**config.mk**
```make
export PLATFORM = sky130hd
export DESIGN_NAME = isa_fetch_server
export DESIGN_NICKNAME = d
export VERILOG_FILES = /design/src/rtl/isa_fetch_server.sv
export SDC_FILE = /design/constraint.sdc
export NUM_CORES = 1
export LEC_CHECK = 0
export CAP_MARGIN = 10
export CORE_ASPECT_RATIO = 1.5
export CORE_MARGIN = 3
export CORE_UTILIZATION = 30
export DETAILED_ROUTE_END_ITERATION = 8
export GPL_ROUTABILITY_DRIVEN = 0
export HOLD_SLACK_MARGIN = 0.12
export SYNTH_ARGS = -nofsm -noshare
export SYNTH_HDL_FRONTEND = slang
export SYNTH_SLANG_ARGS = --single-unit
```
**constraint.sdc**
```tcl
create_clock -name clk -period 2.85 [get_ports clk]
set_input_delay 0.57 -clock clk [delete_from_list [all_inputs] [get_ports clk]]
set_output_delay 0.57 -clock clk [all_outputs]
set_load 0.1 [all_outputs]
```
**src/rtl/isa_fetch_server.sv**
```systemverilog
// isa_fetch_server
//    Memory-side responder for the instruction-fetch read channel. A block
//    read request from the instruction cache is split into bursts of at most
//    MAX_BURST beats on the memory read port. Every delivered beat becomes one
//    instruction word, with a running word count and a one-cycle strobe.
//
// Ports
//    clk, rst                    clock, asynchronous active-low reset
//    ISA_read_req/addr/isa_read_len  cache request (level), start address, word count
//    instruction_to_cache        current instruction word
//    rd_cnt_isa                  words delivered in the current request
//    rd_burst_data_valid         one-cycle strobe per delivered word
//    isa_srv_busy                high whenever the FSM is not idle
//    mem_rd_req/addr/len         burst request to the memory controller
//    mem_rd_ack                  one-cycle acceptance of mem_rd_req
//    mem_rd_data/_valid          returned memory beat
//
// state   | meaning
// --------+----------------------------------------------------------
// S_IDLE  | waiting for a cache request
// S_ISSUE | burst request posted, waiting for mem_rd_ack
// S_XFER  | forwarding beats of the current burst to the cache
// S_DRAIN | request withdrawn; swallowing the beats still owed by memory
// S_DONE  | all words delivered; waiting for the cache to drop its request
module isa_fetch_server #(
   parameter int ISA_WIDTH      = 30,
   parameter int DDR_ADDR_WIDTH = 28,
   parameter int MEM_DATA_WIDTH = 64,
   parameter int MAX_BURST      = 64,
   parameter int ADDR_STRIDE    = 8
) (
   input  logic                      clk,
   input  logic                      rst,
   input  logic                      ISA_read_req,
   input  logic [DDR_ADDR_WIDTH-1:0] ISA_read_addr,
   input  logic [9:0]                isa_read_len,
   output logic [ISA_WIDTH-1:0]      instruction_to_cache,
   output logic [9:0]                rd_cnt_isa,
   output logic                      rd_burst_data_valid,
   output logic                      isa_srv_busy,
   output logic                      mem_rd_req,
   output logic [DDR_ADDR_WIDTH-1:0] mem_rd_addr,
   output logic [9:0]                mem_rd_len,
   input  logic                      mem_rd_ack,
   input  logic [MEM_DATA_WIDTH-1:0] mem_rd_data,
   input  logic                      mem_rd_data_valid
);

   typedef enum logic [2:0] {S_IDLE, S_ISSUE, S_XFER, S_DRAIN, S_DONE} state_t;

   localparam logic [9:0]                MAX_LEN = 10'(MAX_BURST);
   localparam logic [DDR_ADDR_WIDTH-1:0] STRIDE  = DDR_ADDR_WIDTH'(ADDR_STRIDE);

   state_t                    state_q, state_d;
   logic [9:0]                remaining_q, remaining_d;
   logic [9:0]                beat_cnt_q, beat_cnt_d;
   logic [9:0]                rd_cnt_q, rd_cnt_d;
   logic [9:0]                mem_len_q, mem_len_d;
   logic [DDR_ADDR_WIDTH-1:0] cur_addr_q, cur_addr_d;
   logic [DDR_ADDR_WIDTH-1:0] mem_addr_q, mem_addr_d;
   logic [DDR_ADDR_WIDTH-1:0] next_addr;
   logic [ISA_WIDTH-1:0]      instr_q, instr_d;
   logic                      valid_q, valid_d;
   logic                      req_q, req_d;
   logic                      busy_q;
   logic                      unused_data;

   // Only the low ISA_WIDTH bits of a beat are forwarded.
   assign unused_data = ^mem_rd_data;

   function automatic logic [9:0] burst_len(input logic [9:0] n);
      return (n > MAX_LEN) ? MAX_LEN : n;
   endfunction

   // mem_len_q still holds the length of the burst being received.
   assign next_addr = cur_addr_q + DDR_ADDR_WIDTH'(mem_len_q) * STRIDE;

   always_comb begin
      state_d     = state_q;
      remaining_d = remaining_q;
      beat_cnt_d  = beat_cnt_q;
      rd_cnt_d    = rd_cnt_q;
      mem_len_d   = mem_len_q;
      cur_addr_d  = cur_addr_q;
      mem_addr_d  = mem_addr_q;
      instr_d     = instr_q;
      valid_d     = 1'b0;
      req_d       = req_q;
      unique case (state_q)
         S_IDLE: begin
            if (ISA_read_req) begin
               cur_addr_d  = ISA_read_addr;
               remaining_d = isa_read_len;
               rd_cnt_d    = '0;
               if (isa_read_len == '0) begin
                  state_d = S_DONE;
               end else begin
                  state_d    = S_ISSUE;
                  req_d      = 1'b1;
                  mem_addr_d = ISA_read_addr;
                  mem_len_d  = burst_len(isa_read_len);
               end
            end
         end
         S_ISSUE: begin
            // A beat coinciding with the ack is ignored: memory must not
            // return data before acknowledging the burst.
            if (req_q && mem_rd_ack) begin
               req_d      = 1'b0;
               beat_cnt_d = mem_len_q;
               state_d    = ISA_read_req ? S_XFER : S_DRAIN;
            end
         end
         S_XFER: begin
            if (mem_rd_data_valid) begin
               instr_d     = mem_rd_data[ISA_WIDTH-1:0];
               valid_d     = 1'b1;
               rd_cnt_d    = rd_cnt_q + 10'd1;
               remaining_d = remaining_q - 10'd1;
               beat_cnt_d  = beat_cnt_q - 10'd1;
               if (beat_cnt_q == 10'd1) begin
                  if (remaining_q == 10'd1) begin
                     state_d = S_DONE;
                  end else if (ISA_read_req) begin
                     cur_addr_d = next_addr;
                     mem_addr_d = next_addr;
                     mem_len_d  = burst_len(remaining_q - 10'd1);
                     req_d      = 1'b1;
                     state_d    = S_ISSUE;
                  end else begin
                     state_d = S_DRAIN;
                  end
               end else if (!ISA_read_req) begin
                  state_d = S_DRAIN;
               end
            end else if (!ISA_read_req) begin
               state_d = S_DRAIN;
            end
         end
         S_DRAIN: begin
            if (beat_cnt_q == '0) begin
               state_d  = S_IDLE;
               rd_cnt_d = '0;
            end else if (mem_rd_data_valid) begin
               beat_cnt_d = beat_cnt_q - 10'd1;
            end
         end
         S_DONE: begin
            if (!ISA_read_req) begin
               state_d  = S_IDLE;
               rd_cnt_d = '0;
            end
         end
         default: state_d = S_IDLE;
      endcase
   end

   always_ff @(posedge clk or negedge rst) begin
      if (!rst) begin
         state_q     <= S_IDLE;
         remaining_q <= '0;
         beat_cnt_q  <= '0;
         rd_cnt_q    <= '0;
         mem_len_q   <= '0;
         cur_addr_q  <= '0;
         mem_addr_q  <= '0;
         instr_q     <= '0;
         valid_q     <= 1'b0;
         req_q       <= 1'b0;
         busy_q      <= 1'b0;
      end else begin
         state_q     <= state_d;
         remaining_q <= remaining_d;
         beat_cnt_q  <= beat_cnt_d;
         rd_cnt_q    <= rd_cnt_d;
         mem_len_q   <= mem_len_d;
         cur_addr_q  <= cur_addr_d;
         mem_addr_q  <= mem_addr_d;
         instr_q     <= instr_d;
         valid_q     <= valid_d;
         req_q       <= req_d;
         busy_q      <= (state_d != S_IDLE);
      end
   end

   assign instruction_to_cache = instr_q;
   assign rd_cnt_isa           = rd_cnt_q;
   assign rd_burst_data_valid  = valid_q;
   assign isa_srv_busy         = busy_q;
   assign mem_rd_req           = req_q;
   assign mem_rd_addr          = mem_addr_q;
   assign mem_rd_len           = mem_len_q;

endmodule

```
==> results by stage <==
Setup path:
- The largest fanout on the critical path is 8.
- The required time of the critical path is 3.18 ns.
- The critical path is of the flip-flop to flip-flop type.
- The worst setup path is captured at a flip-flop.
- At the worst endpoint, the arrival time is a little under 3 ns.
- STA classifies the critical path startpoint as a flip-flop.

Timing:
- Setup total negative slack on the finished layout was measured at 0 ns.
- The worst setup skew after layout is between 0.007 and 0.008 ns.
- In this run the tightest slew margin relative to its limit is between 40% and 50%.
- Based on the critical path, the design can be clocked at up to roughly 380 MHz.
- Setup repair after global routing left no endpoint under its margin.
- The transition time at the pin with the least slew margin is 0.869 ns.
- The final count of hold timing violations was 0.
- The max-slew violation count came to 0.
- The number of failing setup endpoints in the final timing report is 0.
- The final worst-path setup slack is approximately 0.24 ns.
- The minimum period implied by the final worst setup slack is ~2.6 ns.
- The ratio of final minimum period to clock period is 91.6%.

Yosys:
- In this run, synthesis inferred 0 flip-flops with an integrated enable.
- The fraction of the yosys area taken by sequential cells is between 40% and 50%.
- The register bit count reported by yosys is 132.
- Synthesis handed over a netlist of 830 instances.
- In the synthesized netlist the dominant register cell turns out to be dfrtp_1.
- The synthesized area divided by synthesized cell count is approximately 8.7 sq um.
- The total nets after synthesis is about 950.
- After synthesis, the share of flip-flops with an asynchronous set or reset is 100%.
- During synthesis, Yosys emitted a total of 0 warnings.
- The mapped netlist covers 0.00719 sq mm.
- The distinct cell type count after synthesis is 69.

Layout:
- The library cells used most frequently in the layout, excluding fill and tap cells, are nand2_1, dfrtp_1, buf_4.
- The commonest non-fill, non-tap cell in the layout is nand2_1.
- Of the cells placed in the final design, the portion with a size suffix greater than 1 is a little under a fifth.
- The area added between synthesis and finish is 35.3%.
- Fill cells in the final layout number between 2k and 2.5k.
- 0 antenna diodes ended up in the layout.
- The number of nets in the finished design is around 1.1k.

Detailed routing:
- The routed wire length on met3 is 1.38 mm.
- The first detailed-routing pass took 4 iterations.
- Detailed routing placed a total of between 10 and 15 mm of wire on met2.
- In the routed design, unresolved DRC markers number 0.
- The post-route antenna net violation count is 0.
- The number of vias in the routed layout is around 6.6k.
- The detailed router used layers up to and including met5.
- The count of routing violations after the opening detailed-route iteration is approximately 300.
- The routed design has between 20 and 25 mm of wire.
- The post-route met1 wirelength is 8.27 mm.
- The via density per instance is ~5.0.
- The routed length per placed instance is 15.3 um.

Clocking:
- The cell at the root of the clock tree is clkbuf_16.
- Once the clock tree was built, the resizer swapped 0 gates to a different size.
- The total CTS buffers is 17.
- Counting along the longest clock path gives a buffer depth of 2.
- The clock transition at the registers of the reported paths is around 0.06 ns.
- The tree built by TritonCTS fans out to roughly 130 sinks.
- CTS built an H-tree with a depth of 4.
- For the worst-skew pair, the clock arrives at the later sink with an insertion delay of 0.43 ns.
- The TritonCTS clock tree is done.

Die:
- The floorplan die width is 132 um.
- The placeable core region is 0.0233 sq mm.
- The floorplan die area is approximately 0.026 sq mm.
- The floorplan step set the die height to roughly 200 um.
- The row count is a little under 70.
- Once the floorplan was initialized, standard cells occupied between 30% and 40% of the core.
- The count of pins on the block boundary is 188.

Placed design:
- The port buffer count is roughly 150.
- At the placement stage, the worst setup path has a slack of 0.104 ns.
- Detailed placement ended at an HPWL of 14.9 mm.

GRT:
- The aggregate global-route resource usage is 16.1%.
- Entering global routing, the biggest net connects 74 pins.
- The total overflow left after global routing is 0.
- The first global-routing pass estimated about 33 mm of wire.
- The number of antenna violations at the first check in global routing is 1.
- The number of global-route vias before repair is 6562.

Worst hold path:
- The worst hold-check path type is flip-flop to flip-flop.

Job:
- Max-cap violations in this run came to 0.

Run status:
- The run finished with clean final reports.
## metal layers
layer	up-vias	GRT usage [%]
met2	179	28.0
met1	3107	18.1
met3	37	5.21
li1	3284	-
met5	-	0
met4	2	6.39
## registers in the layout, indices dropped and copies added (netlist names)
signal	flops
mem_rd_addr	28
beat_cnt_q	10
instruction_to_cache	30
cur_addr_q	28
rd_cnt_isa	10
rd_burst_data_valid	1
remaining_q	10
state_q	3
mem_rd_req	1
isa_srv_busy	1
mem_rd_len	10
## synthesized netlist by cell type (14+ instances only)
cell,count,area [sq um]
a31oi_1,17,106
clkbuf_1,25,93.8
dfrtp_1,132,3300
nand2_1,185,694
ha_1,16,200
nand3_1,19,95.1
buf_2,14,70.1
o21ai_0,69,345
o31ai_1,16,120
nor2_1,66,248
a21oi_1,48,240
nor3_1,17,85.1
## cell families (layout without fill, tap and decap cells)
group / Yosys count / count (layout) / synth area share, %
multiplexers: 11 / 11 / 1.60
buffers and inverters: 61 / 244 / 3.92
flip-flops: 132 / 132 / 45.9
AO/OA/AOI/OAI: 227 / 227 / 19.7
XOR/XNOR: 17 / 17 / 2.07
adder cells (fa/ha/maj): 17 / 17 / 3.06
AND/OR/NAND/NOR: 365 / 365 / 23.7
## critical path, cell delays in order, from the launching register on
cell and delay, ns:
dfrtp_1 0.42, ha_1 0.44, nand3_1 0.29, nor4_2 0.54, o31ai_2 0.13, buf_4 0.18
nor3b_1 0.20, nor3_1 0.09, o31ai_1 0.23
## timing repair
action / CTS / global route
endpoints found under the hold margin: 35 / 0
setup buffers: 0 / 0
hold buffers: 1 / 0
## metrics by stage
stage | area, sq um | hold slack [ns] | util [%] | cells
finish | 9730 | 0.473 | 41.7 | 1328
floorplan | 7190 | 0.274 | - | 830
CTS | 9730 | 0.479 | 41.7 | 1328
detailed placement | 9090 | 0.463 | 39.0 | 1295
global route | 9730 | 0.499 | 41.7 | 1328
global placement | 9090 | 0.460 | 39.0 | 1295
## final timing paths
path / end / start / cells past startpoint / slack (ns)
max in group asynchronous: cur_addr_q[10]$_DFFE_PN0P_ / rst / 3 / 1.62
min: instruction_to_cache[5]$_DFFE_PN0P_ / instruction_to_cache[5]$_DFFE_PN0P_ / 2 / 0.47
min reg2reg: instruction_to_cache[5]$_DFFE_PN0P_ / instruction_to_cache[5]$_DFFE_PN0P_ / 2 / 0.47
max reg2reg: mem_rd_addr[25]$_DFFE_PN0P_ / mem_rd_len[7]$_DFFE_PN0P_ / 8 / 0.24
min in group asynchronous: remaining_q[1]$_DFFE_PN0P_ / rst / 2 / 0.60
max: mem_rd_addr[25]$_DFFE_PN0P_ / mem_rd_len[7]$_DFFE_PN0P_ / 8 / 0.24
## final cells by class
cell class,count,area (sq um),area share [%]
clock inverters,14,185,1.90
clock buffers,18,439,4.51
repair buffers,201,1760,18.0
flip-flops and latches,132,3300,34.0
inverters,11,41.3,0.424
multi-input cells,637,3610,37.1
well taps,315,394,4.05
Power is left out: the tool's default activity adds up to more than one toggle a clock period on the data nets, which glitch-free logic cannot reach.
==> RTL change 1, RTL diff (same flow settings) <==
The parameter `DDR_ADDR_WIDTH` goes from 28 to 42.
--- a/src/rtl/isa_fetch_server.sv
+++ b/src/rtl/isa_fetch_server.sv
@@ -24,7 +24,7 @@
 // S_DONE  | all words delivered; waiting for the cache to drop its request
 module isa_fetch_server #(
    parameter int ISA_WIDTH      = 30,
-   parameter int DDR_ADDR_WIDTH = 28,
+   parameter int DDR_ADDR_WIDTH = 42,
    parameter int MEM_DATA_WIDTH = 64,
    parameter int MAX_BURST      = 64,
    parameter int ADDR_STRIDE    = 8
Interface: changed (resized ISA_read_addr and mem_rd_addr); port bits go from 188 to 216. No check against the original RTL was run, so the function may have changed too.
==> RTL change 1 against the original RTL <==
  * Maximum frequency down 2.3%
  * Worst setup slack worse by 0.062 ns
  * Design area grew 20%
  * Synthesized area rose by 21%
  * Sequential share of layout area is 0.44 points higher
  * Wire length is 37% higher
  * Sequential cell count is 28 higher
  * Global-route usage grew 1.7 points
==> RTL change 1: results (changes against the original RTL) <==
Drt
  – DRT Pass-1 Iters: 5 (was 4)
  – Final wirelength: 27900 um (was 20300 um)
  – Vias per Instance: 5.12 (was 4.98)
  – Initial drt markers: 491 (was 292)

STA
  – Worst Tran Pin Value: 0.828 ns (was 0.869 ns)
  – Clock skew: 0.0114 ns (was 0.00768 ns)

Placed design
  – Port-buffer cells: 181 (was 153)
  – Dpl ws: 0.0319 ns (was 0.104 ns)
  – Hpwl dp: 20500 um (was 14900 um)

Global route
  – Largest net degree at the start of global routing: 58 (was 74)
  – Antenna violations before repair: 0 (was 1)
  – GR Util All Layers: 17.7% (was 16.1%)

Logic synthesis
  – Compound-Gate Fraction of Synth Area: 20.3% (was 19.7%)
  – XOR/XNOR Fraction of Synth Area: 3.43% (was 2.07%)
  – Syn nets: 1157 (was 954)
  – Adder-Cell Fraction of Synth Area: 2.53% (was 3.06%)
  – Seq/Total Area, Yosys: 46.1% (was 45.9%)
  – Distinct cell type count of the synthesized netlist: 66 (was 69)
  – Dominant cells by area after synthesis: dfrtp_1 (46%), nand2_1 (8.7%), a21oi_1 (4.4%), o21ai_0 (4.4%), nor2_1 (3.8%) (was dfrtp_1 (46%), nand2_1 (9.7%), o21ai_0 (4.8%), nor2_1 (3.4%), a21oi_1 (3.3%))

Clock network
  – Clock H-tree levels: 4 (unchanged)

Setup path
  – Worst r2r path cells: 8 (unchanged)
  – CP max FO: 6 (was 8)
  – Slowest stage delay, CP: 0.44 ns (was 0.54 ns)
  – Worst Path Arrival: 2.98 ns (was 2.95 ns)
  – Reg2reg end: mem_rd_addr[19] (was mem_rd_addr[25])

Cells and area
  – Final nets: 1357 (was 1124)
  – Filler instances: 2771 (was 2380)
  – Layout cell share with drive strength beyond 1: 18.3% (was 18.1%)

Status
  – Run status: finished, final reports clean (unchanged)

Min path
  – Worst hold path endpoint: instruction_to_cache[10] (was instruction_to_cache[5])
  – Hold Path Origin: instruction_to_cache[10] (was instruction_to_cache[5])

Power and ir drop
  – Pleak: 5.16 nW
## RTL change 1: changes by cell type in the layout (fill, tap and decap cells not counted), moves of 10 or more
cell	change
inv_1	+12
nand2_1	+16
nor2_1	+20
o211ai_1	+10
buf_4	+27
o22ai_1	+10
nor3_1	+12
nand3_1	+13
a21oi_1	+27
clkdlybuf4s50_1	+14
dfrtp_1	+22
## RTL change 1: worst max-delay path by stage
| stage | cells after the start | end | slack (ns) | startpoint |
|---|---|---|---|---|
| global route | 10 | mem_rd_addr[39] | 0.01 | mem_rd_len[0] |
| finish | 8 | mem_rd_addr[19] | 0.18 | mem_rd_len[7] |
| floorplan | 7 | cur_addr_q[36] | 0.007 | mem_rd_len[3] |
| global placement | 9 | mem_rd_addr[25] | 0.09 | isa_read_len[3] |
| detailed placement | 9 | mem_rd_addr[25] | 0.03 | isa_read_len[4] |
| CTS | 10 | cur_addr_q[25] | 0.06 | mem_rd_len[0] |
## RTL change 1: worst register-to-register path: cells and delay by family, from the launching register on
kind	cells	cell delay, ns
AO/OA/AOI/OAI	3	0.72
XOR/XNOR	1	0.27
adder cells (fa/ha/maj)	1	0.39
flip-flops	1	0.44
AND/OR/NAND/NOR	3	0.74
## RTL change 1: cell type report
type / instances / area [sq um] / share of cell area, %
clock buffers: 17 / 425 / 3.64
clock inverters: 15 / 148 / 1.27
inverters: 23 / 86.3 / 0.740
multi-input cells: 772 / 4360 / 37.3
flip-flops and latches: 160 / 4020 / 34.4
well taps: 385 / 482 / 4.13
repair buffers: 245 / 2160 / 18.5
## RTL change 1: through the flow
stage               utilization (%)  hold slack (ns)  total power [mW]  instances  area (sq um)
finish                         41.3            0.478              14.9       1617         11700
global route                   41.3            0.500              15.7       1617         11700
CTS                            41.2            0.482              15.0       1617         11600
detailed placement             39.2            0.464              12.6       1584         11100
global placement               39.2            0.460              12.5       1584         11100
floorplan                         -            0.274              10.4       1019          8700
## RTL change 1: what timing repair did
action	4_1_cts	5_1_grt
gates resized for setup	0	7
setup endpoints to repair	0	23
hold buffers	1	0
endpoints found under the hold margin	46	0
## RTL change 1: cell families after synthesis
family,count (synthesis)
flip-flops,160
AO/OA/AOI/OAI,281
adder cells (fa/ha/maj),17
XOR/XNOR,34
AND/OR/NAND/NOR,429
multiplexers,11
buffers and inverters,87
## RTL change 1: power breakdown
part | total (mW) | internal (mW) | switching (mW)
clock network | 2.29 | 1.23 | 1.06
logic | 8.43 | 2.23 | 6.20
registers | 4.14 | 3.23 | 0.911
## RTL change 1: metal layers
metal | up-vias | GRT usage [%] | part of all wire [%]
met4 | 0 | 7.51 | 3.3
met3 | 47 | 3.72 | 4.6
li1 | 4009 | - | -
met1 | 3981 | 21.3 | 42
met2 | 238 | 30.8 | 50
met5 | - | 0 | 0
==> RTL change 2, RTL diff (same settings) <==
Without the edit above. Make the reset (`rst`) synchronous in one clocked block. Comments in the files are not updated.
--- a/src/rtl/isa_fetch_server.sv
+++ b/src/rtl/isa_fetch_server.sv
@@ -155,7 +155,7 @@
       endcase
    end
 
-   always_ff @(posedge clk or negedge rst) begin
+   always_ff @(posedge clk) begin
       if (!rst) begin
          state_q     <= S_IDLE;
          remaining_q <= '0;
Behaviour: differs if rst is asserted again (counterexample within 4 cycles, from zero or initial values and one cycle with rst low); with rst held inactive, the same outputs for 4 cycles.
==> RTL change 2 against the original RTL <==
  * Sequential cell count is the same
  * Wire length grew 2.6%
  * Synthesized area shrank 5.6%
  * Maximum frequency grew 1.5%
  * Final cell count shrank 3.3%
  * Count of clock-buffer cells in the layout grew 6
  * Utilization shrank 0.17 points
  * Design area shrank 6.2%
  * Worst setup slack gained 0.039 ns
  * Global-route usage grew 0.75 points
  * First-iteration DRC count grew 19%
  * Largest cell class unchanged
==> RTL change 2: results (changes against the original RTL) <==
Status
  – Run status: finished, final reports clean (unchanged)

Global route
  – Antenna violations before repair: 0 (was 1)
  – First-pass GRT wire length: 33200 um (was 33400 um)
  – Vias in the first global route: 6498 (was 6562)
  – Largest net degree at the start of global routing: 70 (was 74)
  – GR Util All Layers: 16.8% (was 16.1%)

Logic synthesis
  – Compound-Gate Fraction of Synth Area: 24.7% (was 19.7%)
  – Asr flop ratio synth: 0% (was 100%)
  – Dominant cells by area after synthesis: dfxtp_1 (39%), nand2_1 (6.4%), a21oi_1 (5.2%), nor2_1 (4.7%), o21ai_0 (4.4%) (was dfrtp_1 (46%), nand2_1 (9.7%), o21ai_0 (4.8%), nor2_1 (3.4%), a21oi_1 (3.3%))
  – Yosys warning total: 0 (unchanged)
  – Multiplexer share of the synthesized area: 1.79% (was 1.60%)
  – Commonest cells in the netlist: dfxtp_1 (132), nand2_1 (116), nor2_1 (85), a21oi_1 (71), o21ai_0 (60) (was nand2_1 (185), dfrtp_1 (132), o21ai_0 (69), nor2_1 (66), a21oi_1 (48))
  – Syn nets: 975 (was 954)
  – Synth Flop Type: dfxtp_1 (was dfrtp_1)
  – Adder-Cell Fraction of Synth Area: 3.24% (was 3.06%)
  – Seq/Total Area, Yosys: 38.9% (was 45.9%)
  – XOR/XNOR Fraction of Synth Area: 2.84% (was 2.07%)
  – Distinct cell type count of the synthesized netlist: 70 (was 69)

Drt
  – Initial drt markers: 347 (was 292)
  – DRT Pass-1 Iters: 5 (was 4)
  – Vias per Instance: 5.23 (was 4.98)
  – DRC: 0 (unchanged)
  – Routed length per placed instance: 16.2 um (was 15.3 um)

Placed design
  – Port-buffer cells: 153 (unchanged)
  – Hpwl dp: 15000 um (was 14900 um)

Clock network
  – CTS root buffer: clkbuf_16 (unchanged)
  – CTS Buf Count: 17 (unchanged)
  – Max Root-Sink Buffers: 2 (unchanged)
  – Skew-Pair Late Insertion Delay: 0.42 ns
  – Clock-pin slew on the worst setup and hold paths: 0.05 ns
  – Post-CTS Setup Inserts: 0 (unchanged)
  – Clock H-tree levels: 4 (unchanged)
  – Post_cts resized: 0 (unchanged)

Setup path
  – Worst r2r path cells: 8 (unchanged)
  – Worst Path Arrival: 2.91 ns (was 2.95 ns)
  – CP max-delay cell: or3b_2 (was nor4_2)
  – CP max FO: 8 (unchanged)
  – Reg2reg setup slack: 0.28 ns (was 0.24 ns)
  – Slowest stage delay, CP: 0.54 ns (about the same)
  – CP endpoint: mem_rd_len[5] (was mem_rd_addr[25])
  – Crit. Startpoint: remaining_q[0] (was mem_rd_len[7])

Cells and area
  – Final nets: 1127 (was 1124)
  – ANT cells: 0 (unchanged)
  – Filler instances: 2286 (was 2380)
  – Max FFs per register: 30 (unchanged)
  – Layout cell share with drive strength beyond 1: 17.3% (was 18.1%)

STA
  – Clock skew: 0.00959 ns (was 0.00768 ns)
  – Worst Tran Pin Value: 0.704 ns (was 0.869 ns)

Power and ir drop
  – Pleak: 3.55 nW
  – Maximum VDD drop: 0.379 mV

Min path
  – Min-delay worst type: reg -> reg (unchanged)
-- RTL change 2: cell count changes after synthesis, moves of 17 or more --
cell and delta:
dfxtp_1 +132, nand3_1 +17, nand2_1 -69, nor2_1 +19
dfrtp_1 -132, a21oi_1 +23
-- RTL change 2: through the flow --
stage	util (%)	std cells	hold slack, ns	cell area [sq um]	setup WS, ns
2_1_floorplan	-	851	0.436	6790	0.0166
3_3_place_gp	38.9	1256	0.443	8560	0.151
3_5_place_dp	38.9	1256	0.447	8560	0.118
4_1_cts	41.6	1284	0.454	9130	0.298
5_1_grt	41.6	1284	0.468	9130	0.132
6_report	41.6	1284	0.452	9130	0.277
-- RTL change 2: cells by family (layout without fill, tap and decap cells) --
family	count (synthesis)	in the layout
AOI/OAI and AO/OA	257	257
muxes	12	12
xor gates and xnor gates	22	22
buffers and inverters	71	232
adders and majority gates	17	17
DFF	132	132
and+or+nand+nor	340	340
-- RTL change 2: critical path: cells and delay by family, from the launching register on --
| kind | cells | cell delay [ns] |
|---|---|---|
| and+or+nand+nor | 3 | 1.18 |
| xor gates and xnor gates | 1 | 0.21 |
| adders and majority gates | 1 | 0.28 |
| buffers and inverters | 1 | 0.11 |
| DFF | 1 | 0.39 |
| AOI/OAI and AO/OA | 2 | 0.33 |
-- RTL change 2: power breakdown --
group / switching [mW] / internal (mW)
Sequential: 0.0913 / 1.94
Clock: 0.795 / 1.38
Combinational: 0.723 / 0.368
-- RTL change 2: per-layer routing --
layer  up-vias  part of all wire, %  global-route usage [%]
met5         -                    0                       0
met4         0                  1.8                    5.46
met3        31                  4.2                    3.56
met2       164                   52                    30.7
met1      3127                   42                    19.2
li1       3391                    -                       -
-- RTL change 2: how the worst min path moves through the flow --
stage / cells after the start / start / endpoint / slack [ns]
after floorplan: 2 / cur_addr_q[5] / cur_addr_q[5] / 0.44
after global placement: 2 / instruction_to_cache[4] / instruction_to_cache[4] / 0.44
after detailed placement: 2 / instruction_to_cache[22] / instruction_to_cache[22] / 0.45
after CTS: 3 / rst / remaining_q[6] / 0.45
after global routing: 2 / instruction_to_cache[25] / instruction_to_cache[25] / 0.47
final: 2 / instruction_to_cache[14] / instruction_to_cache[14] / 0.45
-- RTL change 2: layout make-up --
class / count / area, sq um / share of cell area, %
inverters: 11 / 41.3 / 0.452
repair buffers: 193 / 1690 / 18.5
well taps: 272 / 340 / 3.73
flip-flops and latches: 132 / 2650 / 29.0
multi-input cells: 648 / 3840 / 42.1
clock buffers: 24 / 502 / 5.50
clock inverters: 4 / 72.6 / 0.795
